## src/rtl/sd_modulator_pkg.sv

```systemverilog
// Shared constants and types for the sigma-delta modulator.
//   FS            full-scale feedback magnitude (2^15)
//   I1_W / I2_W   integrator widths, I2_SUM_W is the pre-saturation sum width
//   I2_MAX/I2_MIN symmetric saturation limits of the second integrator
//   MODE_*        output encodings, state_t the control FSM states
package sd_pkg;
  localparam int FS        = 32768;
  localparam int I1_W      = 18;
  localparam int I2_W      = 22;
  localparam int I2_SUM_W  = I2_W + 2;

  localparam logic signed [I1_W-1:0] FB_POS = I1_W'(FS);
  localparam logic signed [I1_W-1:0] FB_NEG = I1_W'(-FS);
  localparam logic signed [I2_W-1:0] I2_MAX = 22'sd2097151;
  localparam logic signed [I2_W-1:0] I2_MIN = -22'sd2097151;

  localparam logic MODE_NRZ   = 1'b0;
  localparam logic MODE_MANCH = 1'b1;

  typedef enum logic {IDLE = 1'b0, RUN = 1'b1} state_t;
endpackage

```

## src/rtl/sd_modulator_if.sv

```systemverilog
// Sample delivery handshake (one-entry buffered valid/ready).
//   sample_data   signed input sample
//   sample_valid  producer offers sample_data
//   sample_ready  modulator buffer is empty
interface sd_modulator_if #(parameter int IN_W = 16);
  logic signed [IN_W-1:0] sample_data;
  logic                   sample_valid;
  logic                   sample_ready;

  modport master (output sample_data, output sample_valid, input sample_ready);
  modport slave  (input sample_data, input sample_valid, output sample_ready);
endinterface

```

## src/rtl/sd_modulator_core.sv

```systemverilog
// Modulator loop: integrators, feedback, saturation and output bit.
//   SYSCLK/SYSRST  clock, synchronous active-high reset
//   step           run one modulator step this cycle
//   clear          zero integrators and feedback (wins over step)
//   order          0 = first-order, 1 = second-order loop
//   x              sample used by this step
//   y_next         output bit after this cycle's update (held when no step)
module sd_mod_core
  import sd_pkg::*;
#(
  parameter int IN_W = 16
) (
  input  logic                   SYSCLK,
  input  logic                   SYSRST,
  input  logic                   step,
  input  logic                   clear,
  input  logic                   order,
  input  logic signed [IN_W-1:0] x,
  output logic                   y_next
);
  logic signed [I1_W-1:0]     i1_q, i1_d, i1_sum;
  logic signed [I2_W-1:0]     i2_q, i2_d, i2_sat;
  logic signed [I2_SUM_W-1:0] i2_sum;
  logic signed [I1_W-1:0]     fb_q, fb_d;
  logic                       y_q, y_d, y_step;

  function automatic logic signed [I2_W-1:0] sat_i2(input logic signed [I2_SUM_W-1:0] v);
    if (v > I2_SUM_W'(I2_MAX))      return I2_MAX;
    else if (v < I2_SUM_W'(I2_MIN)) return I2_MIN;
    else                            return I2_W'(v);
  endfunction

  always_comb begin
    i1_d   = i1_q;
    i2_d   = i2_q;
    fb_d   = fb_q;
    y_d    = y_q;
    // i2 integrates the freshly updated i1, both referenced to the old fb
    i1_sum = i1_q + I1_W'(x) - fb_q;
    i2_sum = I2_SUM_W'(i2_q) + I2_SUM_W'(i1_sum) - I2_SUM_W'(fb_q);
    i2_sat = sat_i2(i2_sum);
    y_step = order ? ~i2_sat[I2_W-1] : ~i1_sum[I1_W-1];
    if (clear) begin
      i1_d = '0;
      i2_d = '0;
      fb_d = '0;
      y_d  = 1'b0;
    end else if (step) begin
      i1_d = i1_sum;
      if (order) i2_d = i2_sat;
      fb_d = y_step ? FB_POS : FB_NEG;
      y_d  = y_step;
    end
  end

  always_ff @(posedge SYSCLK) begin
    if (SYSRST) begin
      i1_q <= '0;
      i2_q <= '0;
      fb_q <= '0;
      y_q  <= 1'b0;
    end else begin
      i1_q <= i1_d;
      i2_q <= i2_d;
      fb_q <= fb_d;
      y_q  <= y_d;
    end
  end

  assign y_next = y_d;
endmodule

```

## src/rtl/sd_modulator.sv

```systemverilog
// Digital sigma-delta modulator: 16-bit signed samples in, 1-bit bitstream out.
//   SYSCLK/SYSRST  clock, synchronous active-high reset
//   en             run enable; mode/order/clkdiv/osr latched when a run starts
//   smp            sample handshake (slave side), one-entry buffer
//   underrun       one-cycle pulse when a sample boundary finds no sample
//   DSDOUT         NRZ data (mode 0) or Manchester data (mode 1)
//   SDCLKOUT       bit clock in mode 0, 0 in mode 1
module sd_modulator
  import sd_pkg::*;
#(
  parameter int IN_W  = 16,
  parameter int DIV_W = 8,
  parameter int OSR_W = 8
) (
  input  logic             SYSCLK,
  input  logic             SYSRST,
  input  logic             en,
  input  logic             mode,
  input  logic             order,
  input  logic [DIV_W-1:0] clkdiv,
  input  logic [OSR_W-1:0] osr,
  sd_modulator_if.slave    smp,
  output logic             underrun,
  output logic             DSDOUT,
  output logic             SDCLKOUT
);
  state_t                 state_q, state_d;
  logic                   buf_full_q, buf_full_d;
  logic signed [IN_W-1:0] buf_q, buf_d, x_q, x_d, x_step, next_smp;
  logic [DIV_W-1:0]       cnt_q, cnt_d, clkdiv_q, clkdiv_d;
  logic [OSR_W-1:0]       bcnt_q, bcnt_d, osr_q, osr_d;
  logic                   phase_q, phase_d, mode_q, mode_d, order_q, order_d;
  logic                   dsdout_q, dsdout_d, sdclk_q, sdclk_d, underrun_q, underrun_d;
  logic                   step, clear, core_order, mode_eff, y_next;
  logic                   avail, take_buf, take_bypass;

  assign smp.sample_ready = ~buf_full_q;
  assign avail            = buf_full_q | smp.sample_valid;
  assign next_smp         = buf_full_q ? buf_q : smp.sample_data;

  sd_mod_core #(.IN_W(IN_W)) u_core (
    .SYSCLK (SYSCLK),
    .SYSRST (SYSRST),
    .step   (step),
    .clear  (clear),
    .order  (core_order),
    .x      (x_step),
    .y_next (y_next)
  );

  always_comb begin
    state_d     = state_q;
    buf_full_d  = buf_full_q;
    buf_d       = buf_q;
    x_d         = x_q;
    cnt_d       = cnt_q;
    bcnt_d      = bcnt_q;
    phase_d     = phase_q;
    mode_d      = mode_q;
    order_d     = order_q;
    clkdiv_d    = clkdiv_q;
    osr_d       = osr_q;
    underrun_d  = 1'b0;
    step        = 1'b0;
    clear       = 1'b0;
    take_buf    = 1'b0;
    take_bypass = 1'b0;
    x_step      = x_q;
    core_order  = order_q;
    mode_eff    = mode_q;

    case (state_q)
      IDLE: begin
        clear = 1'b1;
        if (en && avail) begin
          // start: first modulator step runs with the freshly latched config
          clear       = 1'b0;
          step        = 1'b1;
          mode_d      = mode;
          order_d     = order;
          clkdiv_d    = clkdiv;
          osr_d       = osr;
          core_order  = order;
          mode_eff    = mode;
          take_buf    = buf_full_q;
          take_bypass = ~buf_full_q;
          x_d         = next_smp;
          x_step      = next_smp;
          cnt_d       = '0;
          phase_d     = 1'b0;
          bcnt_d      = '0;
          state_d     = RUN;
        end
      end
      RUN: begin
        if (!en) begin
          state_d = IDLE;
          clear   = 1'b1;
        end else begin
          if (cnt_q == clkdiv_q) begin
            cnt_d   = '0;
            phase_d = ~phase_q;
          end else begin
            cnt_d = cnt_q + 1'b1;
          end
          // bit tick: end of the high half of the bit clock
          if (phase_q && (cnt_q == clkdiv_q)) begin
            step = 1'b1;
            if (bcnt_q == osr_q) begin
              bcnt_d = '0;
              if (avail) begin
                take_buf    = buf_full_q;
                take_bypass = ~buf_full_q;
                x_d         = next_smp;
                x_step      = next_smp;
              end else begin
                underrun_d = 1'b1;
              end
            end else begin
              bcnt_d = bcnt_q + 1'b1;
            end
          end
        end
      end
      default: state_d = IDLE;
    endcase

    // a bypassed sample goes straight to x and must not also fill the buffer
    if (take_buf) buf_full_d = 1'b0;
    if (smp.sample_valid && !buf_full_q && !take_bypass) begin
      buf_full_d = 1'b1;
      buf_d      = smp.sample_data;
    end

    dsdout_d = 1'b0;
    sdclk_d  = 1'b0;
    if (state_d == RUN) begin
      if (mode_eff == MODE_NRZ) begin
        dsdout_d = y_next;
        sdclk_d  = phase_d;
      end else begin
        dsdout_d = phase_d ? y_next : ~y_next;
      end
    end
  end

  always_ff @(posedge SYSCLK) begin
    if (SYSRST) begin
      state_q    <= IDLE;
      buf_full_q <= 1'b0;
      buf_q      <= '0;
      x_q        <= '0;
      cnt_q      <= '0;
      bcnt_q     <= '0;
      phase_q    <= 1'b0;
      mode_q     <= MODE_NRZ;
      order_q    <= 1'b0;
      clkdiv_q   <= '0;
      osr_q      <= '0;
      dsdout_q   <= 1'b0;
      sdclk_q    <= 1'b0;
      underrun_q <= 1'b0;
    end else begin
      state_q    <= state_d;
      buf_full_q <= buf_full_d;
      buf_q      <= buf_d;
      x_q        <= x_d;
      cnt_q      <= cnt_d;
      bcnt_q     <= bcnt_d;
      phase_q    <= phase_d;
      mode_q     <= mode_d;
      order_q    <= order_d;
      clkdiv_q   <= clkdiv_d;
      osr_q      <= osr_d;
      dsdout_q   <= dsdout_d;
      sdclk_q    <= sdclk_d;
      underrun_q <= underrun_d;
    end
  end

  assign DSDOUT   = dsdout_q;
  assign SDCLKOUT = sdclk_q;
  assign underrun = underrun_q;
endmodule

```

## src/flat_wrapper.sv

```systemverilog
// flat-port wrapper written by rule: the top's interface ports become plain ports
module sd_modulator_flat import sd_pkg::*;
#(
  parameter int IN_W  = 16,
  parameter int DIV_W = 8,
  parameter int OSR_W = 8
)
  (SYSCLK, SYSRST, en, mode, order, clkdiv, osr, underrun, DSDOUT, SDCLKOUT, smp_sample_data, smp_sample_valid, smp_sample_ready);
  sd_modulator_if #(.IN_W(IN_W)) smp_i ();
  input  logic SYSCLK;
  input  logic SYSRST;
  input  logic en;
  input  logic mode;
  input  logic order;
  input  logic [DIV_W-1:0] clkdiv;
  input  logic [OSR_W-1:0] osr;
  output logic underrun;
  output logic DSDOUT;
  output logic SDCLKOUT;
  input wire logic [$bits(smp_i.sample_data)-1:0] smp_sample_data;
  input wire logic [$bits(smp_i.sample_valid)-1:0] smp_sample_valid;
  output wire logic [$bits(smp_i.sample_ready)-1:0] smp_sample_ready;
  assign smp_i.sample_data = smp_sample_data;
  assign smp_i.sample_valid = smp_sample_valid;
  assign smp_sample_ready = smp_i.sample_ready;
  sd_modulator #(.IN_W(IN_W), .DIV_W(DIV_W), .OSR_W(OSR_W)) u_core (.SYSCLK(SYSCLK), .SYSRST(SYSRST), .en(en), .mode(mode), .order(order), .clkdiv(clkdiv), .osr(osr), .smp(smp_i), .underrun(underrun), .DSDOUT(DSDOUT), .SDCLKOUT(SDCLKOUT));
endmodule
```

## config.mk

```make
export PLATFORM = sky130hd
export DESIGN_NAME = sd_modulator_flat
export DESIGN_NICKNAME = d
export VERILOG_FILES = /design/src/rtl/sd_modulator_pkg.sv /design/src/rtl/sd_modulator_if.sv /design/src/rtl/sd_modulator_core.sv /design/src/rtl/sd_modulator.sv /design/src/flat_wrapper.sv
export SDC_FILE = /design/constraint.sdc
export NUM_CORES = 1
export LEC_CHECK = 0
export CAP_MARGIN = 20
export CORE_MARGIN = 3
export CORE_UTILIZATION = 40
export DETAILED_ROUTE_END_ITERATION = 8
export PLACE_DENSITY = 0.6
export SLEW_MARGIN = 0
export SYNTH_ARGS = -nofsm -noshare
export SYNTH_HDL_FRONTEND = slang
export SYNTH_SLANG_ARGS = --single-unit
```

## constraint.sdc

```tcl
create_clock -name SYSCLK -period 8.6 [get_ports SYSCLK]
set_clock_uncertainty 0.1 [all_clocks]
set_input_delay 1.29 -clock SYSCLK [delete_from_list [all_inputs] [get_ports SYSCLK]]
set_output_delay 1.29 -clock SYSCLK [all_outputs]
set_load 0.02 [all_outputs]
```

==> results of run 1 <==
[state kept, by name, indices dropped and copies added (netlist names)]
signal,count
u_core.DSDOUT,1
u_core.SDCLKOUT,1
u_core.bcnt_q,8
u_core.buf_full_q,1
u_core.buf_q,16
u_core.clkdiv_q,8
u_core.cnt_q,8
u_core.mode_q,1
u_core.order_q,1
u_core.osr_q,8
u_core.phase_q,1
u_core.state_q,1
u_core.u_core.fb_q,2
u_core.u_core.i1_q,18
u_core.u_core.i2_q,22
u_core.u_core.y_q,1
u_core.underrun,1
u_core.x_q,16
[through the flow]
| stage | utilization (%) | cell area, um^2 |
|---|---|---|
| after floorplan | - | 7740 |
| after global placement | 44.6 | 8400 |
| after detailed placement | 44.6 | 8400 |
| after CTS | 47.5 | 8940 |
| after global routing | 47.6 | 8960 |
| final | 47.6 | 8960 |
[kinds of logic after synthesis]
family	Yosys count	share of synthesized area (%)
simple gates	330	19.9
compound gates	239	20.1
buf+inv	140	6.98
flops	115	29.7
fa+ha+maj	81	14.0
xor+xnor	43	4.87
mux	35	4.53
[cell usage after synthesis (3+ instances only)]
| cell | instances | area [um^2] |
|---|---|---|
| nand4_1 | 6 | 37.5 |
| nor2_1 | 110 | 413 |
| xor2_1 | 24 | 210 |
| a21o_1 | 13 | 97.6 |
| nand2b_1 | 10 | 62.6 |
| a211o_1 | 4 | 35.0 |
| a31oi_1 | 5 | 31.3 |
| inv_1 | 100 | 375 |
| mux2i_1 | 35 | 350 |
| a211oi_1 | 10 | 75.1 |
| nor3_1 | 13 | 65.1 |
| buf_1 | 3 | 11.3 |
| dfxtp_1 | 115 | 2300 |
| nor3b_1 | 7 | 52.6 |
| o21ai_0 | 49 | 245 |
| o211ai_1 | 4 | 30.0 |
| nor2b_1 | 9 | 56.3 |
| or3_1 | 10 | 62.6 |
| o21bai_1 | 4 | 30.0 |
| a221oi_1 | 10 | 87.6 |
| clkbuf_1 | 32 | 120 |
| ha_1 | 72 | 901 |
| or2_2 | 5 | 31.3 |
| a21oi_1 | 89 | 445 |
| fa_1 | 9 | 180 |
| a2111oi_0 | 3 | 26.3 |
| nand3_1 | 25 | 125 |
| buf_2 | 3 | 15.0 |
| nand2_1 | 95 | 357 |
| o2111ai_1 | 3 | 26.3 |
| o21a_1 | 7 | 52.6 |
| nor4_1 | 6 | 37.5 |
| a21boi_0 | 4 | 30.0 |
| and3_1 | 15 | 93.8 |
| and2_1 | 11 | 68.8 |
| xnor2_1 | 19 | 166 |
[critical path, stage by stage]
cell	delay, ps
clkdlybuf4s50_1	620
a21boi_0	280
nand2_1	360
nor2_1	210
a21oi_1	80
ha_1	300
inv_1	40
ha_1	320
nor2b_1	140
o21a_1	180
o21ai_0	220
a21oi_1	130
o2111ai_1	250
nand3_1	150
a41oi_1	260
xnor2_1	230
fa_1	490
ha_1	420
a21oi_1	180
o21ai_0	130
or3_1	320
o21ai_0	110
a211oi_2	100
nor4_2	280
nand4_1	150
o41a_2	530
nand2_1	210
o21ai_0	110
[path summary, 6_finish.rpt]
| check | from | to | cells after the start |
|---|---|---|---|
| worst max-delay path | en | u_core.u_core.i2_q[10]$_SDFFE_PP0P_ | 28 |
| worst min-delay path | u_core.u_core.fb_q[16]$_SDFFE_PP0P_ | u_core.u_core.fb_q[16]$_SDFFE_PP0P_ | 2 |
| worst max register to register | u_core.cnt_q[6]$_SDFFE_PP0P_ | u_core.u_core.i2_q[10]$_SDFFE_PP0P_ | 33 |
| worst min register to register | u_core.u_core.fb_q[16]$_SDFFE_PP0P_ | u_core.u_core.fb_q[16]$_SDFFE_PP0P_ | 2 |
[routing by layer]
metal	up-vias	global-route usage [%]	routed length, um
met2	111	26.6	7870
met1	3013	23.5	9100
met5	-	0	0
li1	3459	-	-
met4	0	5.84	274
met3	22	2.87	538
[layout by cell type, fill, tap and decap left out, types with 6 or more instances in the layout]
cell type / synthesis / layout
a211oi_1: 10 / 9
a21o_1: 13 / 13
a21oi_1: 89 / 89
a221oi_1: 10 / 10
and2_1: 11 / 11
and3_1: 15 / 15
buf_4: 1 / 11
clkbuf_1: 32 / 7
clkbuf_16: 0 / 17
clkdlybuf4s50_1: 0 / 40
dfxtp_1: 115 / 115
fa_1: 9 / 9
ha_1: 72 / 72
inv_1: 100 / 100
mux2i_1: 35 / 35
nand2_1: 95 / 95
nand2b_1: 10 / 10
nand3_1: 25 / 25
nand4_1: 6 / 6
nor2_1: 110 / 110
nor2b_1: 9 / 9
nor3_1: 13 / 13
nor3b_1: 7 / 6
nor4_1: 6 / 6
o21a_1: 7 / 7
o21ai_0: 49 / 48
or3_1: 10 / 10
xnor2_1: 19 / 19
xor2_1: 24 / 24
[cell type report]
class | instances | area, um^2
timing repair buffer | 52 | 488
multi-input combinational | 728 | 4920
fill | 1861 | 9870
tap | 260 | 325
clock inverter | 6 | 80.1
inverter | 100 | 375
clock buffer | 25 | 465
sequential | 115 | 2300
[timing repair]
| action | in CTS | in global routing |
|---|---|---|
| endpoints found under the hold margin | 0 | 0 |
| setup endpoints to repair | 0 | 13 |
| gates resized for setup | 0 | 4 |
==> flow_metrics.env, run 1 <==
export IMPL_initial_core_util_pct=41.1
export IMPL_die_w_um=145
export IMPL_grt_usage_pct=16.9
export IMPL_fin_cells=1286
export IMPL_antenna_cells=0
export IMPL_antenna_found_initial=0
export IMPL_wl_per_cell_um=13.8
export IMPL_final_layout_size_suffix_gt1_share_pct=5.95
export IMPL_slew_viol_final=0
export IMPL_firstDrtPassIters=5
export IMPL_synth_net_count=1102
export IMPL_synth_main_ff_cell="dfxtp_1"
export IMPL_end_kind="register"
export IMPL_critical_path_class="in -> reg"
export IMPL_area_delta_synth_final_pct=15.7
export IMPL_clk_pin_slew_ps=60
export IMPL_fin_nets=1133
export IMPL_grt_pass1_vias=6169
export IMPL_drv_cap=0
export IMPL_drtIter0Drc=370
export IMPL_slew_headroom_pct=42.5
export IMPL_cp_required_ps=8770
export IMPL_grt_max_degree=72
export IMPL_cts_setup_buffers=0
export IMPL_htreeDepth=4
export IMPL_ant_nets=0
export IMPL_port_buffers=41
export IMPL_wl_um=17800
export IMPL_fin_setup_tns_ps=0
export IMPL_worst_pin_slew_ps=863
export IMPL_synth_edff_count=0
export IMPL_cts_tree="yes"
export IMPL_fmax_ghz=0.126
export IMPL_place_detailed_hpwl_um=13500
export IMPL_ios=42
export IMPL_async_flop_share_pct=0
export IMPL_dp_cells=1255
export IMPL_cts_buffers=17
export IMPL_die_area_um2=21100
export IMPL_synthesis_area_um2=7740
export IMPL_cts_root_buf="clkbuf_16"
export IMPL_start_kind="input pin"
export IMPL_yosys_register_bits=115
export IMPL_ys_seq_area_share_pct=29.7
export IMPL_holdBufCountCts=0
export IMPL_min_period_ps=7920
export IMPL_remaining_drc_errors=0
export IMPL_syn_avg_cell_area_um2=7.87
export IMPL_post_place_ws_ps=124
export IMPL_grt_pass1_wl_um=29800
export IMPL_r2r_slack_ps=800
export IMPL_vias=6605
export IMPL_hp_class="reg -> reg"
export IMPL_setup_violations_final=0
export IMPL_clockBufferDepth=2
export IMPL_core_area_um2=18800
export IMPL_hold_viol=0
export IMPL_setup_ws_ps=683
export IMPL_routabilityCongestion=0.834
export IMPL_ys_warn_count=0
export IMPL_via_per_inst=5.14
export IMPL_critPathMaxFanout=16
export IMPL_timing_hold_ws_ps=353
export IMPL_grt_overflow=0
export IMPL_syn_inst=983
export IMPL_die_height_um=145
export IMPL_min_period_over_period_pct=92.1
export IMPL_rsz0062_at_grt="false"
export IMPL_clkLatencyLatePin_ps=410
export IMPL_worst_ep_arrival_time_ps=8090
export IMPL_yosysUniqueCellTypes=71
export IMPL_status="completed"
export IMPL_rows=50
export IMPL_cts_sinks=115
Power of run 1 is left out: the tool's default activity adds up to more than one toggle a clock period on the data nets, which glitch-free logic cannot reach.
==> inputs of run 2 (changes only) <==
--- a/config.mk
+++ b/config.mk
@@ -5,11 +5,12 @@
 export SDC_FILE = /design/constraint.sdc
 export NUM_CORES = 1
 export LEC_CHECK = 0
+export ABC_CLOCK_PERIOD_IN_PS = 8600
 export CAP_MARGIN = 20
 export CORE_MARGIN = 3
-export CORE_UTILIZATION = 40
+export CORE_UTILIZATION = 50
 export DETAILED_ROUTE_END_ITERATION = 8
-export PLACE_DENSITY = 0.6
+export PLACE_DENSITY = 0.71
 export SLEW_MARGIN = 0
 export SYNTH_ARGS = -nofsm -noshare
 export SYNTH_HDL_FRONTEND = slang
==> flow_metrics.env, run 2 (synthesis gave the netlist of run 1 again) <==
export IMPL_wl_per_cell_um=14.4
export IMPL_vias=6750
export IMPL_initial_core_util_pct=52.1
export IMPL_regMostFlops="u_core.u_core.i2_q"
export IMPL_layout_common_cells="dfxtp_1 (115), nor2_1 (110), inv_1 (100)"
export IMPL_layout_commonest_cell="dfxtp_1"
export IMPL_clockBufferDepth=2
export IMPL_worst_pin_slew_ps=928
export IMPL_final_layout_size_suffix_gt1_share_pct=6.44
export IMPL_crit_family="compound AO/OA/AOI/OAI gates"
export IMPL_place_detailed_hpwl_um=12700
export IMPL_final_cell_area_um2=8870
export IMPL_fin_setup_tns_ps=0
export IMPL_critPathMaxFanout=32
export IMPL_die_height_um=130
export IMPL_cts_root_buf="clkbuf_16"
export IMPL_status="completed"
export IMPL_post_cts_resized=0
export IMPL_grt_usage_pct=21.3
export IMPL_die_w_um=130
export IMPL_fmax_ghz=0.126
export IMPL_clkLatencyLatePin_ps=410
export IMPL_holdBufCountCts=0
export IMPL_wl_um=17400
export IMPL_via_per_inst=5.58
export IMPL_remaining_drc_errors=0
export IMPL_critical_path_buf_inv_count=4
export IMPL_firstDrtPassIters=5
export IMPL_drtIter0Drc=507
export IMPL_clk_pin_slew_ps=50
export IMPL_cts_setup_buffers=0
export IMPL_largest_reg_flops=22
export IMPL_die_area_um2=17000
export IMPL_cts_buffers=17
export IMPL_routabilityCongestion=0.881
export IMPL_cts_sinks=115
export IMPL_dp_cells=1179
export IMPL_htreeDepth=4
export IMPL_cts_tree="yes"
export IMPL_min_period_ps=7920
export IMPL_ios=42
export IMPL_end_kind="register"
export IMPL_start_kind="input pin"
export IMPL_area_delta_synth_final_pct=14.6
export IMPL_hp_class="reg -> reg"
export IMPL_antenna_found_initial=0
export IMPL_drv_cap=0
export IMPL_grt_pass1_vias=6226
export IMPL_ant_nets=0
export IMPL_placed_area_um2=8300
export IMPL_core_area_um2=14900
export IMPL_setup_violations_final=0
export IMPL_rsz0062_at_grt="false"
export IMPL_critPathMaxStageDelay_ps=610
export IMPL_rows=44
export IMPL_cp_required_ps=8790
export IMPL_slew_headroom_pct=38.2
export IMPL_fin_nets=1133
export IMPL_worst_ep_arrival_time_ps=8110
export IMPL_critical_path_class="in -> reg"
export IMPL_slew_viol_final=0
export IMPL_fillers=1354
export IMPL_largest_registers="u_core.u_core.i2_q: 22 flops, u_core.u_core.i1_q: 18 flops"
export IMPL_port_buffers=41
export IMPL_hold_viol=0
export IMPL_grt_max_degree=72
export IMPL_worst_path_max_delay_cell="clkdlybuf4s50_1"
export IMPL_min_period_over_period_pct=92.1
export IMPL_fin_cells=1209
export IMPL_grt_pass1_wl_um=29600
export IMPL_antenna_cells=0
export IMPL_grt_overflow=0
==> run 2: cell types whose count changed in the layout (fill, tap and decap cells not counted), sizes merged <==
| cell | change |
|---|---|
| clkbuf | -6 |
| clkinv | +4 |
| clkinvlp | +1 |
==> run 2: path summary, 6_finish.rpt <==
path	startpoint	to	slack, ps	depth (start not counted)
setup / recovery	en	u_core.u_core.i2_q[1]$_SDFFE_PP0P_	680	30
hold / removal	u_core.u_core.i1_q[0]$_SDFFE_PP0P_	u_core.u_core.i1_q[0]$_SDFFE_PP0P_	360	2
setup reg to reg	u_core.cnt_q[2]$_SDFFE_PP0P_	u_core.u_core.i2_q[1]$_SDFFE_PP0P_	720	35
hold reg to reg	u_core.u_core.i1_q[0]$_SDFFE_PP0P_	u_core.u_core.i1_q[0]$_SDFFE_PP0P_	360	2
==> run 2: metrics by stage <==
step	setup WS, ps	hold WS, ps	util, %
6_report	675	360	59.7
5_1_grt	21.2	375	59.7
4_1_cts	480	360	59.5
3_5_place_dp	211	352	55.9
3_3_place_gp	363	337	55.9
2_1_floorplan	1380	325	-
==> run 2: area by class of cell <==
| type | count | area, um^2 | share of cell area (%) |
|---|---|---|---|
| clock buffers | 19 | 433 | 4.88 |
| multi-input cells | 728 | 4920 | 55.5 |
| flip-flops and latches | 115 | 2300 | 26.0 |
| clock inverters | 11 | 115 | 1.30 |
| well taps | 184 | 230 | 2.60 |
| repair buffers | 52 | 488 | 5.50 |
| inverters | 100 | 375 | 4.23 |
==> run 2: tightest hold or removal path: stages, from the launching register on <==
cell and delay, ps:
dfxtp_1 310, nand2_1 50, a21oi_1 50
==> run 2: routing by layer <==
metal / track usage [%] / part of all wire (%) / vias to the layer above
met2: 35.1 / 46 / 122
li1: - / - / 3464
met4: 5.63 / 1.8 / 0
met3: 4.02 / 3.5 / 26
met5: 0 / 0 / -
met1: 29.0 / 48 / 3138
Power of run 2 is left out for the same reason.
